`config.mk`:
```
export PLATFORM = sky130hd
export DESIGN_NAME = sram_mem_controller
export DESIGN_NICKNAME = d
export VERILOG_FILES = /design/src/rtl/sram_mem_controller_pkg.sv /design/src/rtl/sram_mem_controller.sv
export SDC_FILE = /design/constraint.sdc
export NUM_CORES = 1
export LEC_CHECK = 0
export CAP_MARGIN = 25
export CORE_ASPECT_RATIO = 0.7
export CORE_UTILIZATION = 50
export CTS_BUF_LIST = sky130_fd_sc_hd__clkbuf_4 sky130_fd_sc_hd__clkbuf_8 sky130_fd_sc_hd__clkbuf_16
export DETAILED_ROUTE_END_ITERATION = 7
export DONT_BUFFER_PORTS = 1
export GPL_TIMING_DRIVEN = 0
export PLACE_DENSITY_LB_ADDON = 0.05
export SLEW_MARGIN = 20
export SYNTH_ARGS = -nofsm -noshare
export SYNTH_HDL_FRONTEND = slang
export SYNTH_SLANG_ARGS = --single-unit
```
`constraint.sdc`:
```
create_clock -name clk -period 10.42 [get_ports clk]
set_clock_uncertainty 0.2 [all_clocks]
set_input_delay 0 -clock clk [delete_from_list [all_inputs] [get_ports clk]]
set_output_delay 0 -clock clk [all_outputs]
set_load 0.005 [all_outputs]
```
`src/rtl/sram_mem_controller_pkg.sv`:
```
`default_nettype none
// ============================================================================
// Module      : sram_mem_controller_pkg
// Description : Shared types and constants for the MEM-stage SRAM controller
//               and its behavioural SRAM model.
// Revision    : 1.0 - initial release
// ============================================================================
package sram_mem_controller_pkg;

    // First byte address of data memory.
    localparam int unsigned c_addr_base = 1024;

    // SRAM data-bus width and pipeline word width.
    localparam int unsigned c_half_w = 16;
    localparam int unsigned c_word_w = 32;

    // Controller state encoding.
    typedef enum logic [2:0] {
        ST_IDLE  = 3'd0,
        ST_WR_LO = 3'd1,
        ST_WR_HI = 3'd2,
        ST_RD_LO = 3'd3,
        ST_RD_HI = 3'd4,
        ST_DONE  = 3'd5
    } state_t;

endpackage : sram_mem_controller_pkg
`default_nettype wire

```
`src/rtl/sram_mem_controller.sv`:
```
`default_nettype none
// ============================================================================
// Module      : sram_mem_controller
// Description : Sequences one 32-bit load/store as two 16-bit accesses to an
//               asynchronous SRAM (low half first). ready is low while busy.
// Revision    : 1.0 - initial release
// ============================================================================
module sram_mem_controller
    import sram_mem_controller_pkg::*;
#(
    parameter int unsigned ADDR_BASE    = c_addr_base,
    parameter int unsigned SRAM_AW      = 18,
    parameter int unsigned PHASE_CYCLES = 2
) (
    input  logic                clk,
    input  logic                rst,
    input  logic                wr_en,
    input  logic                rd_en,
    input  logic [c_word_w-1:0] address,
    input  logic [c_word_w-1:0] write_data,
    output logic [c_word_w-1:0] read_data,
    output logic                ready,
    output logic [SRAM_AW-1:0]  sram_addr,
    output logic [c_half_w-1:0] sram_dq_out,
    input  logic [c_half_w-1:0] sram_dq_in,
    output logic                sram_dq_oe,
    output logic                sram_we_n,
    output logic                sram_oe_n
);

    localparam int unsigned c_cnt_w  = (PHASE_CYCLES > 1) ? $clog2(PHASE_CYCLES) : 1;
    localparam int unsigned c_widx_w = SRAM_AW - 1;
    localparam logic [c_cnt_w-1:0] c_phase_last = c_cnt_w'(PHASE_CYCLES - 1);

    state_t                r_state;
    state_t                w_state_nxt;
    logic [c_cnt_w-1:0]    r_phase;
    logic                  w_phase_done;
    logic                  w_timed;

    logic [c_widx_w-1:0]   w_addr_widx;
    logic [c_widx_w-1:0]   r_widx;
    logic [c_widx_w-1:0]   w_widx_nxt;
    logic [c_word_w-1:0]   r_wdata;
    logic [c_word_w-1:0]   w_wdata_nxt;

    logic [c_word_w-1:0]   r_read_data;
    logic [SRAM_AW-1:0]    r_sram_addr;
    logic [SRAM_AW-1:0]    w_sram_addr_nxt;
    logic [c_half_w-1:0]   r_sram_dq_out;
    logic [c_half_w-1:0]   w_sram_dq_out_nxt;
    logic                  r_sram_dq_oe;
    logic                  w_sram_dq_oe_nxt;
    logic                  r_sram_we_n;
    logic                  w_sram_we_n_nxt;
    logic                  r_sram_oe_n;
    logic                  w_sram_oe_n_nxt;

    // Word index relative to the data-memory base; wraps modulo SRAM size.
    assign w_addr_widx  = c_widx_w'((address - ADDR_BASE) >> 2);
    assign w_phase_done = (r_phase == c_phase_last);
    assign w_timed      = (r_state != ST_IDLE) && (r_state != ST_DONE);

    // Next-state, operand capture and next registered SRAM-side outputs.
    always_comb begin
        w_state_nxt       = r_state;
        w_widx_nxt        = r_widx;
        w_wdata_nxt       = r_wdata;
        w_sram_addr_nxt   = r_sram_addr;
        w_sram_dq_out_nxt = r_sram_dq_out;
        w_sram_dq_oe_nxt  = 1'b0;
        w_sram_we_n_nxt   = 1'b1;
        w_sram_oe_n_nxt   = 1'b1;

        case (r_state)
            ST_IDLE: begin
                // Stores win when both requests are present.
                if (wr_en) begin
                    w_state_nxt = ST_WR_LO;
                    w_widx_nxt  = w_addr_widx;
                    w_wdata_nxt = write_data;
                end else if (rd_en) begin
                    w_state_nxt = ST_RD_LO;
                    w_widx_nxt  = w_addr_widx;
                    w_wdata_nxt = write_data;
                end
            end
            ST_WR_LO: if (w_phase_done) w_state_nxt = ST_WR_HI;
            ST_WR_HI: if (w_phase_done) w_state_nxt = ST_DONE;
            ST_RD_LO: if (w_phase_done) w_state_nxt = ST_RD_HI;
            ST_RD_HI: if (w_phase_done) w_state_nxt = ST_DONE;
            ST_DONE:  w_state_nxt = ST_IDLE;
            default:  w_state_nxt = ST_IDLE;
        endcase

        // Outputs follow the state being entered so they are registered
        // alongside it; DQ data only moves at phase boundaries.
        case (w_state_nxt)
            ST_WR_LO: begin
                w_sram_addr_nxt   = {w_widx_nxt, 1'b0};
                w_sram_dq_out_nxt = w_wdata_nxt[c_half_w-1:0];
                w_sram_dq_oe_nxt  = 1'b1;
                w_sram_we_n_nxt   = 1'b0;
            end
            ST_WR_HI: begin
                w_sram_addr_nxt   = {w_widx_nxt, 1'b1};
                w_sram_dq_out_nxt = w_wdata_nxt[c_word_w-1:c_half_w];
                w_sram_dq_oe_nxt  = 1'b1;
                w_sram_we_n_nxt   = 1'b0;
            end
            ST_RD_LO: begin
                w_sram_addr_nxt = {w_widx_nxt, 1'b0};
                w_sram_oe_n_nxt = 1'b0;
            end
            ST_RD_HI: begin
                w_sram_addr_nxt = {w_widx_nxt, 1'b1};
                w_sram_oe_n_nxt = 1'b0;
            end
            default: ;
        endcase
    end

    // State, phase counter, captured operands and registered SRAM outputs.
    always_ff @(posedge clk or posedge rst) begin
        if (rst) begin
            r_state       <= ST_IDLE;
            r_phase       <= '0;
            r_widx        <= '0;
            r_wdata       <= '0;
            r_sram_addr   <= '0;
            r_sram_dq_out <= '0;
            r_sram_dq_oe  <= 1'b0;
            r_sram_we_n   <= 1'b1;
            r_sram_oe_n   <= 1'b1;
        end else begin
            r_state       <= w_state_nxt;
            r_widx        <= w_widx_nxt;
            r_wdata       <= w_wdata_nxt;
            r_sram_addr   <= w_sram_addr_nxt;
            r_sram_dq_out <= w_sram_dq_out_nxt;
            r_sram_dq_oe  <= w_sram_dq_oe_nxt;
            r_sram_we_n   <= w_sram_we_n_nxt;
            r_sram_oe_n   <= w_sram_oe_n_nxt;
            if (w_state_nxt != r_state) begin
                r_phase <= '0;
            end else if (w_timed) begin
                r_phase <= r_phase + c_cnt_w'(1);
            end
        end
    end

    // Load data: each half is sampled on the last cycle of its read phase.
    always_ff @(posedge clk or posedge rst) begin
        if (rst) begin
            r_read_data <= '0;
        end else if (w_phase_done) begin
            if (r_state == ST_RD_LO) begin
                r_read_data[c_half_w-1:0] <= sram_dq_in;
            end else if (r_state == ST_RD_HI) begin
                r_read_data[c_word_w-1:c_half_w] <= sram_dq_in;
            end
        end
    end

    assign ready       = ((r_state == ST_IDLE) && !wr_en && !rd_en) || (r_state == ST_DONE);
    assign read_data   = r_read_data;
    assign sram_addr   = r_sram_addr;
    assign sram_dq_out = r_sram_dq_out;
    assign sram_dq_oe  = r_sram_dq_oe;
    assign sram_we_n   = r_sram_we_n;
    assign sram_oe_n   = r_sram_oe_n;

endmodule : sram_mem_controller
`default_nettype wire

```
# [After elaboration in Yosys (flattened, before gate mapping)]
# Index checks and enable logic that the tools add are counted.
[word_totals] output_inout_bits=70 wordCells=62 regBits=122 in_bits=84
[classes] bitwise_logic=1 muxes=19 eq_ne=11 add_sub_neg=2 reduce_logical=18
[ops] operator="two-way mux 32 bit" n=3
[ops] operator="two-way mux 17 bit" n=3
[ops] operator="case mux 18 bit (2 select lines)" n=1
[ops] operator="case mux 16 bit (2 select lines)" n=1
[ops] operator="subtractor 19 x 11 -> 19 bit (second input constant)" n=1
[ops] operator="two-way mux 3 bit" n=5
[ops] operator="equality test 3 x 2 -> 1 bit (second input constant)" n=4
[ops] operator="case mux 3 bit (4 select lines)" n=1
[ops] operator="OR reduction 2 bit" n=5
[ops] operator="equality test 3 bit (second input constant)" n=3
[ops] operator="equality test 3 x 1 -> 1 bit (second input constant)" n=2
[ops] operator="nonzero test 2 bit" n=3
[ops] operator="two-way mux 1 bit" n=5
[ops] operator="logical AND 1 bit" n=3
[ops] operator="logical NOT 3 bit" n=1
[ops] operator="inequality test 3 bit" n=1
[ops] operator="inequality test 3 bit (second input constant)" n=1
[ops] operator="AND reduction 3 bit" n=1
[ops] operator="nonzero test 3 bit" n=1
[ops] operator="logical NOT 1 bit" n=2
[ops] operator="AND reduction 2 bit" n=1
[ops] operator="adder 1 bit (second input constant)" n=1
[ops] operator="logical OR 1 bit" n=1
[ops] operator="inverter 1 bit" n=1

# [Longest topological paths before layout]
# Gate-level depths: netlist of run 1.
[logic_depth] depth_word=6 mapped_depth=8

# [Worst setup path before layout of run 1]
# OpenSTA, ideal clock, no wires.
[synth_path] kind="register -> register" from="register r_state[0]" to="register r_sram_addr[12] (netlist: sram_addr[12])" t_required_ps=10095 stages_incl_launch_ff=7 path_buffers=2 path_slack_ps=8312 t_arrival_ps=1783 cell_sequence="dfrtp_1 -> or3_1 -> buf_2 -> nor2_4 -> buf_6 -> mux2_2 -> mux2_2"
[synth_via] word_cells_on_any_way=21 classes_between="eq/ne (8); mux (8); reduce/logical (5)"
[synth_rtl] element="start: declaration" line="sram_mem_controller.sv:35" rtl="state_t r_state;"
[synth_rtl] element="start signal: assignment" line="sram_mem_controller.sv:136" rtl="r_state <= w_state_nxt;"
[synth_rtl] element="logical NOT 3 bit" line="sram_mem_controller.sv:75" rtl="case (r_state)"
[synth_rtl] element="two-way mux 17 bit" line="sram_mem_controller.sv:75"
[synth_rtl] element="case mux 18 bit (2 select lines)" line="sram_mem_controller.sv:98" rtl="case (w_state_nxt)"
[synth_rtl] element="named net w_sram_addr_nxt[12]" line="sram_mem_controller.sv:49" rtl="logic [SRAM_AW-1:0] w_sram_addr_nxt;"
[synth_rtl] element="end signal: assignment" line="sram_mem_controller.sv:139" rtl="r_sram_addr <= w_sram_addr_nxt;"
[synth_rtl] element="end: declaration" line="sram_mem_controller.sv:48" rtl="logic [SRAM_AW-1:0] r_sram_addr;"
# The timed path passes the listed nets, and every way through them passes these cells. The select of a mux whose other input is x is not followed.
# A chain may end at the register's enable or synchronous reset.

# [Final worst setup path of run 1]
[layout_path] from="register r_state[0]" to="register r_wdata[21]"
[layout_via] elab_chain_len=2
[layout_lines] element="logical NOT 3 bit" line="sram_mem_controller.sv:75"
[layout_lines] element="two-way mux 32 bit" line="sram_mem_controller.sv:75"
[layout_lines] element="named net w_wdata_nxt[21]" line="sram_mem_controller.sv:45" rtl="logic [c_word_w-1:0] w_wdata_nxt;"
[layout_lines] element="end signal: assignment" line="sram_mem_controller.sv:138" rtl="r_wdata <= w_wdata_nxt;"
[layout_lines] element="end: declaration" line="sram_mem_controller.sv:44" rtl="logic [c_word_w-1:0] r_wdata;"
# The timed path passes the listed nets, and every way through them passes these cells.

==> results.tsv, run 1 <==
stage	metric	value	unit
critical_path	RR Endpoint	r_wdata[21]$_DFF_PP0_	
timing	Tcrit/Tclk final	0.279	
routing	drt total wl	11.6	mm
pwr	total power	2200	uW
placed_design	Placed Area	0.00514	mm2
routing	Detail Route Antenna Nets	0	
die	Die Area	0.0103	mm2
die	DIE HEIGHT	85.3	um
critical_path	worst r2r src	r_state[0]$_DFF_PP0_	
synth	syn_area_per_cell	12.5	um2
layout	Nets	586	
critical_path	worst endpoint required time	10550	ps
critical_path	crit path capture type	flip-flop	
routing	DR DRC count	0	
min_path	hold path endpoint	ready	
layout	leading cell type in the layout, fill and taps excluded	dfrtp_1	
clock_tree	Max Buffers Root-to-Sink	2	
synth	Post-synth EDFFs	0	
timing	final slew viol count	0	
clock_tree	Clock H-tree levels	4	
min_path	Worst Hold Launch	wr_en	
min_path	Worst Hold Depth	3	
critical_path	CP Class	flip-flop to flip-flop	
clock_tree	# resized after CTS	0	
grt	initial antenna violation count	0	
routing	Post-Route M1 WL	5.03	mm
critical_path	max incr delay on CP	560	ps
synth	post-synthesis register bit count	122	
synth	Mapped Area	0.00495	mm2
timing	Final min period	2900	ps
synth	Yosys top cell area share	0.606	
grt	total gr overflow	0	
die	row cnt	29	
clock_tree	CTS root buf	clkbuf_16	
grt	largest net degree at the start of global routing	74	
layout	cell area after layout	0.00668	mm2
critical_path	CP max-delay cell	dlygate4sd3_1	
placed_design	GP Congestion	0.809	
routing	met3 routed WL	985	um
timing	slew margin rel.	0.417	
synth	FFs w/ async S/R, synth	1.00	
synth	YS warnings	0	
die	I/O Pins	154	
layout	# diodes	0	
clock_tree	CTS tree	done	
synth	syn nets	482	
clock_tree	Clock Sinks	122	
clock_tree	Post-CTS Setup Bufs	0	
timing	setup TNS	0	ps
clock_tree	Clock Latency Late Sink	400	ps
job	max-cap violations	0	
timing	final hold violation count	0	
clock_tree	clk slew on worst S/H paths	50	ps
clock_tree	CTS Buf Count	17	
grt	total track usage	0.243	
critical_path	number of buffers and inverters on the critical path	5	
die	Initial Utilization	0.531	
layout	layout cells sized above 1	0.216	
synth	synth top area cells	dfrtp_1, mux2_2, nand2_1, mux2i_1, o21ai_0	
critical_path	CP Cell Sequence	or3_1 -> buf_2 -> nor2_4 -> buf_6 -> buf_4 -> buf_2 -> nand2_1 -> nand2_1 -> dlygate4sd3_1	
layout	Layout area overhead	34.9	%
synth	Top FF cell, synth	dfrtp_1	
layout	most frequent cells in the layout	dfrtp_1, dlygate4sd3_1, mux2_2	
critical_path	Worst Path Max Fanout	10	
routing	Pre-Repair DR Iteration Count	4	
routing	top sig layer	met4	
critical_path	setup slack, reg-to-reg	7520	ps
timing	worst slew pin tran	865	ps
die	Die X	121	um
placed_design	dpl ws	8050	ps
pwr	Max rail drop VDD	0.000206	V
critical_path	worst path arrival time	3040	ps
min_path	Hold Crit Class	input port to output port	
timing	Fin Hold WS	16.1	ps
grt	first-pass GRT wire length	18.8	mm
critical_path	crit-path leading delay family	buffers and inverters	
synth	cell taking the most area after synthesis	dfrtp_1	
status	status	completed	
timing	RSZ-0062 raised after global routing	no	
pwr	PwrDens	330	mW/mm2
synth	post-synth cell types	50	
timing	f_max	344	MHz
critical_path	crit start category	flip-flop	
placed_design	IO Port Bufs	0	
synth	sequential area share after synthesis	0.617	
grt	number of global-route vias before repair	3686	
timing	setup ws final	7520	ps
routing	Routed wire per std cell	18.2	um
timing	Final setup viols	0	
die	Core ar.	0.00933	mm2
routing	Vias	3457	
critical_path	R2R cell count	9	
routing	vias per cell	5.42	
placed_design	DP HPWL	7.18	mm
synth	Gate Count Post-Synth	397	
pwr	Leak	0.00300	uW
routing	Met2 Wirelength	5.57	mm
routing	drt initial violations	194	
==> registers in the layout (all words and copies together) (netlist names) <==
register	count
sram_we_n	1
sram_oe_n	1
r_phase	1
sram_dq_out	16
sram_addr	18
sram_dq_oe	1
r_wdata	32
read_data	32
r_widx	17
r_state	3
==> layer usage <==
metal,vias up,track usage
li1,1602,-
met1,1741,0.314
met2,112,0.376
met3,2,0.101
met4,0,0.0696
met5,-,0
==> kinds of logic after synthesis <==
| logic type | share of synthesized area |
|---|---|
| adders and majority gates | 0.00253 |
| and+or+nand+nor | 0.0819 |
| xor gates and xnor gates | 0.00531 |
| DFF | 0.617 |
| muxes | 0.163 |
| buffers and inverters | 0.0374 |
| AOI/OAI and AO/OA | 0.0932 |
==> cells in the mapped netlist (all sizes together), types with 3 or more instances <==
cell type,instances
nor2,8
nor3,4
o21ai,30
mux2,57
inv,21
nand2,53
nand3,3
o21bai,3
buf,14
clkbuf,6
mux2i,16
dfrtp,120
o21a,3
a22oi,15
a21oi,5
==> how the worst max path moves through the flow <==
stage                         startpoint                       end  slack [ps]  cells after the start
floorplan                            rst       r_phase$_DFFE_PP0P_        6980                      1
global placement                     rst      r_wdata[9]$_DFF_PP0_        5790                      1
detailed placement  r_state[0]$_DFF_PP0_  sram_addr[8]$_DFFE_PP0P_        8050                      6
CTS                 r_state[0]$_DFF_PP0_     r_wdata[21]$_DFF_PP0_        7570                      9
global route        r_state[0]$_DFF_PP0_     r_wdata[21]$_DFF_PP0_        7390                      9
finish              r_state[0]$_DFF_PP0_     r_wdata[21]$_DFF_PP0_        7520                      9
==> metrics by stage <==
step / cells / utilization
floorplan: 397 / -
global placement: 521 / 0.548
detailed placement: 522 / 0.551
CTS: 638 / 0.716
global route: 638 / 0.716
finish: 638 / 0.716
==> report_power, final <==
part | internal, uW | switching (uW)
clock network | 457 | 210
logic | 329 | 334
registers | 719 | 153
==> area by class of cell <==
class                   instances  area (um2)
plain buffers                  20         106
flip-flops and latches        122        3060
fillers                       660        2650
well taps                     124         155
inverters                      21        83.8
multi-input cells             234        1710
clock buffers                  18         439
clock inverters                14         243
repair buffers                 85         886
==> repair_timing <==
item	4_1_cts	5_1_grt
hold endpoints to repair	239	0
hold buffers	84	0
setup endpoints to repair	0	0
==> tightest hold or removal path: stages <==
cell     delay, ps
nor4_1          30
a21oi_1        120
nor2_1          70
No activity file was read; power rests on OpenSTA's default activity.
==> run 2: changes to the inputs <==
==> constraint.sdc (replaced) <==
create_clock -name clk -period 3 [get_ports clk]
set_clock_uncertainty 0.2 [all_clocks]
set_input_delay 0 -clock clk [delete_from_list [all_inputs] [get_ports clk]]
set_output_delay 0 -clock clk [all_outputs]
set_load 0.005 [all_outputs]
==> run 2 against run 1 <==
Cell area increased by 0.37%. Combinational power rose to 3.5 times the previous value. Hold slack improved by 13 ps. Critical endpoint is now sram_addr[14]$_DFFE_PP0P_. Cell count rose by 1.1%. Core utilization increased by 0.27 points.
==> results.tsv, run 2 (synthesized netlist as in run 1, its figures left out) <==
stage	metric	value	unit	change
die	Core ar.	0.00933	mm2	unchanged
layout	most frequent cells in the layout	dfrtp_1, dlygate4sd3_1, mux2_2		
critical_path	crit start category	flip-flop		
clock_tree	Post-CTS Setup Bufs	0		unchanged
layout	Nets	593		+1.2%
timing	RSZ-0062 raised after global routing	no		
status	status	completed		
die	row cnt	29		unchanged
critical_path	CP max-delay cell	dlygate4sd3_1		
critical_path	crit path capture type	flip-flop		
layout	Layout area overhead	35.4	%	
critical_path	crit-path leading delay family	buffers and inverters		
pwr	Leak	0.00301	uW	+0.34%
timing	Final min period	2790	ps	-118 ps
critical_path	worst path arrival time	2910	ps	-130 ps
layout	leading cell type in the layout, fill and taps excluded	dfrtp_1		
routing	Vias	3511		+1.6%
min_path	Hold Crit Class	input port to flip-flop		
routing	vias per cell	5.44		+0.46%
clock_tree	clk slew on worst S/H paths	60	ps	about the same
critical_path	CP Class	flip-flop to flip-flop		
timing	setup ws final	213	ps	-7300 ps
critical_path	max incr delay on CP	590	ps	+30 ps
grt	initial antenna violation count	0		unchanged
layout	filler cell count	634		-3.9%
die	Die X	121	um	unchanged
critical_path	Worst Path Max Fanout	19		+9
routing	drt total wl	11.8	mm	+1.9%
timing	f_max	359	MHz	+4.2%
critical_path	worst endpoint required time	3120	ps	-7430 ps
critical_path	R2R cell count	8		-1
grt	largest net degree at the start of global routing	35		-53%
routing	DR DRC count	0		unchanged
grt	total gr overflow	0		unchanged
pwr	PwrDens	1110	mW/mm2	+240%
timing	final slew viol count	0		unchanged
grt	number of global-route vias before repair	3725		+1.1%
layout	register area	0.00306	mm2	unchanged
layout	# diodes	0		unchanged
routing	Detail Route Antenna Nets	0		unchanged
die	Initial Utilization	0.531		unchanged
clock_tree	Clock H-tree levels	4		unchanged
die	I/O Pins	154		unchanged
clock_tree	Max Buffers Root-to-Sink	2		unchanged
critical_path	CP Cell Sequence	or3_1 -> buf_2 -> nor2_4 -> buf_6 -> buf_4 -> o21ai_0 -> dlygate4sd3_1 -> o211ai_1		
placed_design	Placed Area	0.00521	mm2	+1.3%
placed_design	GP Congestion	0.777		-4.0%
die	Die Area	0.0103	mm2	unchanged
pwr	Max rail drop VDD	0.000640	V	+210%
grt	first-pass GRT wire length	19.0	mm	+1.4%
layout	layout cells sized above 1	0.219		+0.00286
clock_tree	CTS Buf Count	17		unchanged
layout	cell area after layout	0.00671	mm2	+0.37%
timing	Final setup viols	0		unchanged
critical_path	critical path depth	8		-1
placed_design	DP HPWL	7.52	mm	+4.7%
timing	final hold violation count	0		unchanged
timing	slew margin rel.	0.419		+0.00202
layout	final design utilization	0.719		+0.00268
min_path	Worst Hold Depth	4		+1
timing	Tcrit/Tclk final	0.929		+0.650
placed_design	IO Port Bufs	0		unchanged
critical_path	number of buffers and inverters on the critical path	4		-1
layout	footprint of the multi-input gates	0.00172	mm2	+0.29%
placed_design	dpl ws	628	ps	-7420 ps
job	max-cap violations	0		unchanged
routing	drt initial violations	170		-12%
clock_tree	Clock Sinks	122		unchanged
grt	total track usage	0.246		+0.00381
die	DIE HEIGHT	85.3	um	unchanged
timing	setup TNS	0	ps	unchanged
clock_tree	CTS tree	done		
routing	Routed wire per std cell	18.4	um	+0.79%
clock_tree	CTS root buf	clkbuf_16		
routing	Pre-Repair DR Iteration Count	4		unchanged
timing	worst slew pin tran	862	ps	-2.99 ps
clock_tree	Clock Latency Late Sink	410	ps	about the same
run 2: cell count changes in the layout (fill, tap and decap cells not counted), sizes merged:
| cell | delta |
|---|---|
| clkinv | +2 |
| clkbuf | +3 |
| dlygate4sd3 | +5 |
| buf | +2 |
| bufinv | -3 |
| clkinvlp | +1 |
| inv | -3 |
run 2: final cells by class:
cell class / count / share of cell area
clock inverters: 11 / 0.0216
well taps: 124 / 0.0231
repair buffers: 93 / 0.146
plain buffers: 19 / 0.0151
inverters: 21 / 0.0123
clock buffers: 21 / 0.0698
flip-flops and latches: 122 / 0.456
multi-input cells: 234 / 0.256
run 2: worst reg2reg max path: stages (launching register included):
cell and delay [ps]:
dfrtp_1 460, or3_1 370, buf_2 190, nor2_4 200, buf_6 200, buf_4 290, o21ai_0 130, dlygate4sd3_1 590
o211ai_1 90
run 2: metrics by stage:
step / hold WS [ps] / std cells / total power [uW]
CTS: 12.9 / 646 / 7480
global route: 39.9 / 645 / 7910
finish: 29.1 / 645 / 7460
detailed placement: -242 / 525 / 5150
floorplan: -94.6 / 397 / 4560
global placement: -90.9 / 521 / 5030
run 2: power by group:
group          internal (uW)  switching, uW
logic                   1170           1180
clock network           1370            720
registers               2500            537
run 2: path summary, 6_finish.rpt:
| kind | from | endpoint | slack, ps |
|---|---|---|---|
| min in group asynchronous | rst | r_wdata[20]$_DFF_PP0_ | 470 |
| hold / removal | wr_en | sram_dq_out[15]$_DFFE_PP0P_ | 30 |
| setup / recovery | r_state[0]$_DFF_PP0_ | sram_addr[14]$_DFFE_PP0P_ | 210 |
| max in group asynchronous | rst | r_wdata[11]$_DFF_PP0_ | 1540 |
| setup reg to reg | r_state[0]$_DFF_PP0_ | sram_addr[14]$_DFFE_PP0P_ | 210 |
| hold reg to reg | r_wdata[0]$_DFF_PP0_ | r_wdata[0]$_DFF_PP0_ | 270 |
run 2: repair_timing:
| item | in CTS | in global routing |
|---|---|---|
| hold endpoints to repair | 205 | 0 |
| setup endpoints to repair | 0 | 2 |
| hold buffers | 89 | 0 |
| resized for setup | 0 | 1 |
run 2: per-layer routing:
layer,GRT usage,wire (um),up-vias,part of all wire
met5,0,0,-,0
met3,0.0974,979,10,0.083
met1,0.313,5050,1779,0.43
met4,0.0875,116,0,0.0098
met2,0.385,5690,116,0.48
li1,-,-,1606,-
==> run 3: changes to the inputs <==
==> constraint.sdc (replaced) <==
create_clock -name clk -period 3 [get_ports clk]
set_clock_uncertainty 0.2 [all_clocks]
set_input_delay 0.75 -clock clk [delete_from_list [all_inputs] [get_ports clk]]
set_output_delay 0.75 -clock clk [all_outputs]
set_load 0.005 [all_outputs]
==> run 3 against run 2 <==
Core utilization fell by 9.5 points. Via count fell by 10%. Clock power barely moved. First-iteration DRC count fell by 12%. Register-to-register slack improved by 400 ps. Flip-flop and latch count did not move. Sequential power barely moved. Hold slack improved by 36 ps. Total power fell by 3.5%. Critical endpoint is now ready. Largest cell class unchanged.
==> results.tsv, run 3 (synthesized netlist as in run 1, its figures left out) <==
stage	metric	value	unit	change
status	status	completed		
layout	most frequent cells in the layout	dfrtp_1, mux2_2, nand2_1		
critical_path	CP Class	flip-flop to output port		
clock_tree	Max Buffers Root-to-Sink	2		unchanged
timing	final hold violation count	0		unchanged
pwr	Max rail drop VDD	0.000641	V	about the same
routing	drt total wl	10.8	mm	-9.0%
routing	drt initial violations	149		-12%
layout	leading cell type in the layout, fill and taps excluded	dfrtp_1		
critical_path	worst endpoint required time	2050	ps	-1070 ps
grt	number of global-route vias before repair	3294		-12%
critical_path	Worst Path Max Fanout	10		-9
clock_tree	clk slew on worst S/H paths	50	ps	about the same
layout	layout cells sized above 1	0.261		+0.0422
die	Die Area	0.0103	mm2	unchanged
layout	# diodes	0		unchanged
clock_tree	CTS root buf	clkbuf_16		
routing	DR DRC count	0		unchanged
clock_tree	Clock Sinks	122		unchanged
timing	Fin Hold WS	65.2	ps	+36.0 ps
grt	first-pass GRT wire length	17.2	mm	-9.5%
clock_tree	# resized after CTS	0		unchanged
die	I/O Pins	154		unchanged
placed_design	Placed Instances	525		unchanged
placed_design	IO Port Bufs	0		unchanged
die	Die X	121	um	unchanged
clock_tree	CTS tree	done		
critical_path	crit start category	flip-flop		
routing	Pre-Repair DR Iteration Count	5		+1
routing	Vias	3160		-10%
clock_tree	Post-CTS Setup Bufs	0		unchanged
job	max-cap violations	0		unchanged
timing	final slew viol count	0		unchanged
layout	Layout area overhead	17.5	%	
grt	largest net degree at the start of global routing	35		unchanged
timing	setup ws final	375	ps	+162 ps
layout	non-filler cells, final	557		-14%
die	row cnt	29		unchanged
clock_tree	hold_buf cts	0		-100%
timing	Tcrit/Tclk final	0.875		-0.0540
timing	RSZ-0062 raised after global routing	no		
clock_tree	CTS Buf Count	17		unchanged
die	Core ar.	0.00933	mm2	unchanged
grt	total gr overflow	0		unchanged
critical_path	worst path arrival time	1670	ps	-1240 ps
placed_design	GP Congestion	0.777		unchanged
min_path	Hold Crit Class	input port to asynchronous set/reset pin		
layout	Nets	505		-15%
clock_tree	Clock H-tree levels	4		unchanged
layout	filler cell count	744		+17%
grt	total track usage	0.226		-0.0201
timing	worst slew pin tran	836	ps	-26.2 ps
routing	vias per cell	5.67		+4.2%
pwr	PwrDens	1240	mW/mm2	+11%
routing	Routed wire per std cell	19.3	um	+5.3%
pwr	Leak	0.00263	uW	-12%
die	Initial Utilization	0.531		unchanged
die	DIE HEIGHT	85.3	um	unchanged
critical_path	crit path capture type	output port		
timing	setup TNS	0	ps	unchanged
placed_design	dpl ws	466	ps	-162 ps
timing	f_max	381	MHz	+6.2%
placed_design	DP HPWL	7.52	mm	unchanged
grt	initial antenna violation count	0		unchanged
timing	Final setup viols	0		unchanged
timing	Final min period	2620	ps	-162 ps
clock_tree	Clock Latency Late Sink	400	ps	about the same
timing	slew margin rel.	0.437		+0.0177
routing	Detail Route Antenna Nets	0		unchanged
## run 3: cell types whose count changed in the layout (fill, tap and decap cells not counted), sizes merged
cell         previous run  this run
dlygate4sd3            88         0
## run 3: layer usage
metal,vias up,share of wire,GRT usage
met5,-,0,0
met4,0,0.0099,0.0831
met3,9,0.11,0.114
met2,126,0.46,0.333
met1,1593,0.42,0.288
li1,1432,-,-
## run 3: final cells by class
type / instances / area (um2) / area share
clock inverter: 11 / 145 / 0.0249
multi-input combinational: 234 / 1710 / 0.294
tap: 124 / 155 / 0.0267
timing repair buffer: 4 / 95.1 / 0.0163
clock buffer: 21 / 468 / 0.0804
buffer: 20 / 106 / 0.0183
inverter: 21 / 82.6 / 0.0142
sequential: 122 / 3060 / 0.525
## run 3: stage by stage
stage	cell area [um2]	power [uW]	util
5_1_grt	5820	7660	0.624
6_report	5820	7200	0.624
3_3_place_gp	5110	5030	0.548
3_5_place_dp	5210	5150	0.558
2_1_floorplan	4960	4560	-
4_1_cts	5820	7270	0.624
## run 3: final timing paths
| path | from | endpoint | slack (ps) | cells after the start |
|---|---|---|---|---|
| max | r_state[2]$_DFF_PP0_ | ready | 380 | 5 |
| min | rst | r_widx[0]$_DFF_PP0_ | 70 | 1 |
| max reg2reg | r_state[0]$_DFF_PP0_ | sram_dq_out[13]$_DFFE_PP0P_ | 610 | 7 |
| min reg2reg | r_wdata[16]$_DFF_PP0_ | r_wdata[16]$_DFF_PP0_ | 270 | 2 |
| max in group asynchronous | rst | r_wdata[11]$_DFF_PP0_ | 1600 | 4 |
| min in group clk | write_data[24] | r_wdata[24]$_DFF_PP0_ | 250 | 2 |
## run 3: critical path: stages, from the launching register on
cell	delay [ps]
dfrtp_1	370
clkbuf_1	190
buf_2	230
nor4_1	290
a21oi_1	70
nor2_1	130
## run 3: power by group
group / internal (uW) / switching (uW)
logic: 997 / 1100
registers: 2500 / 522
clock network: 1370 / 714
total: 4860 / 2340
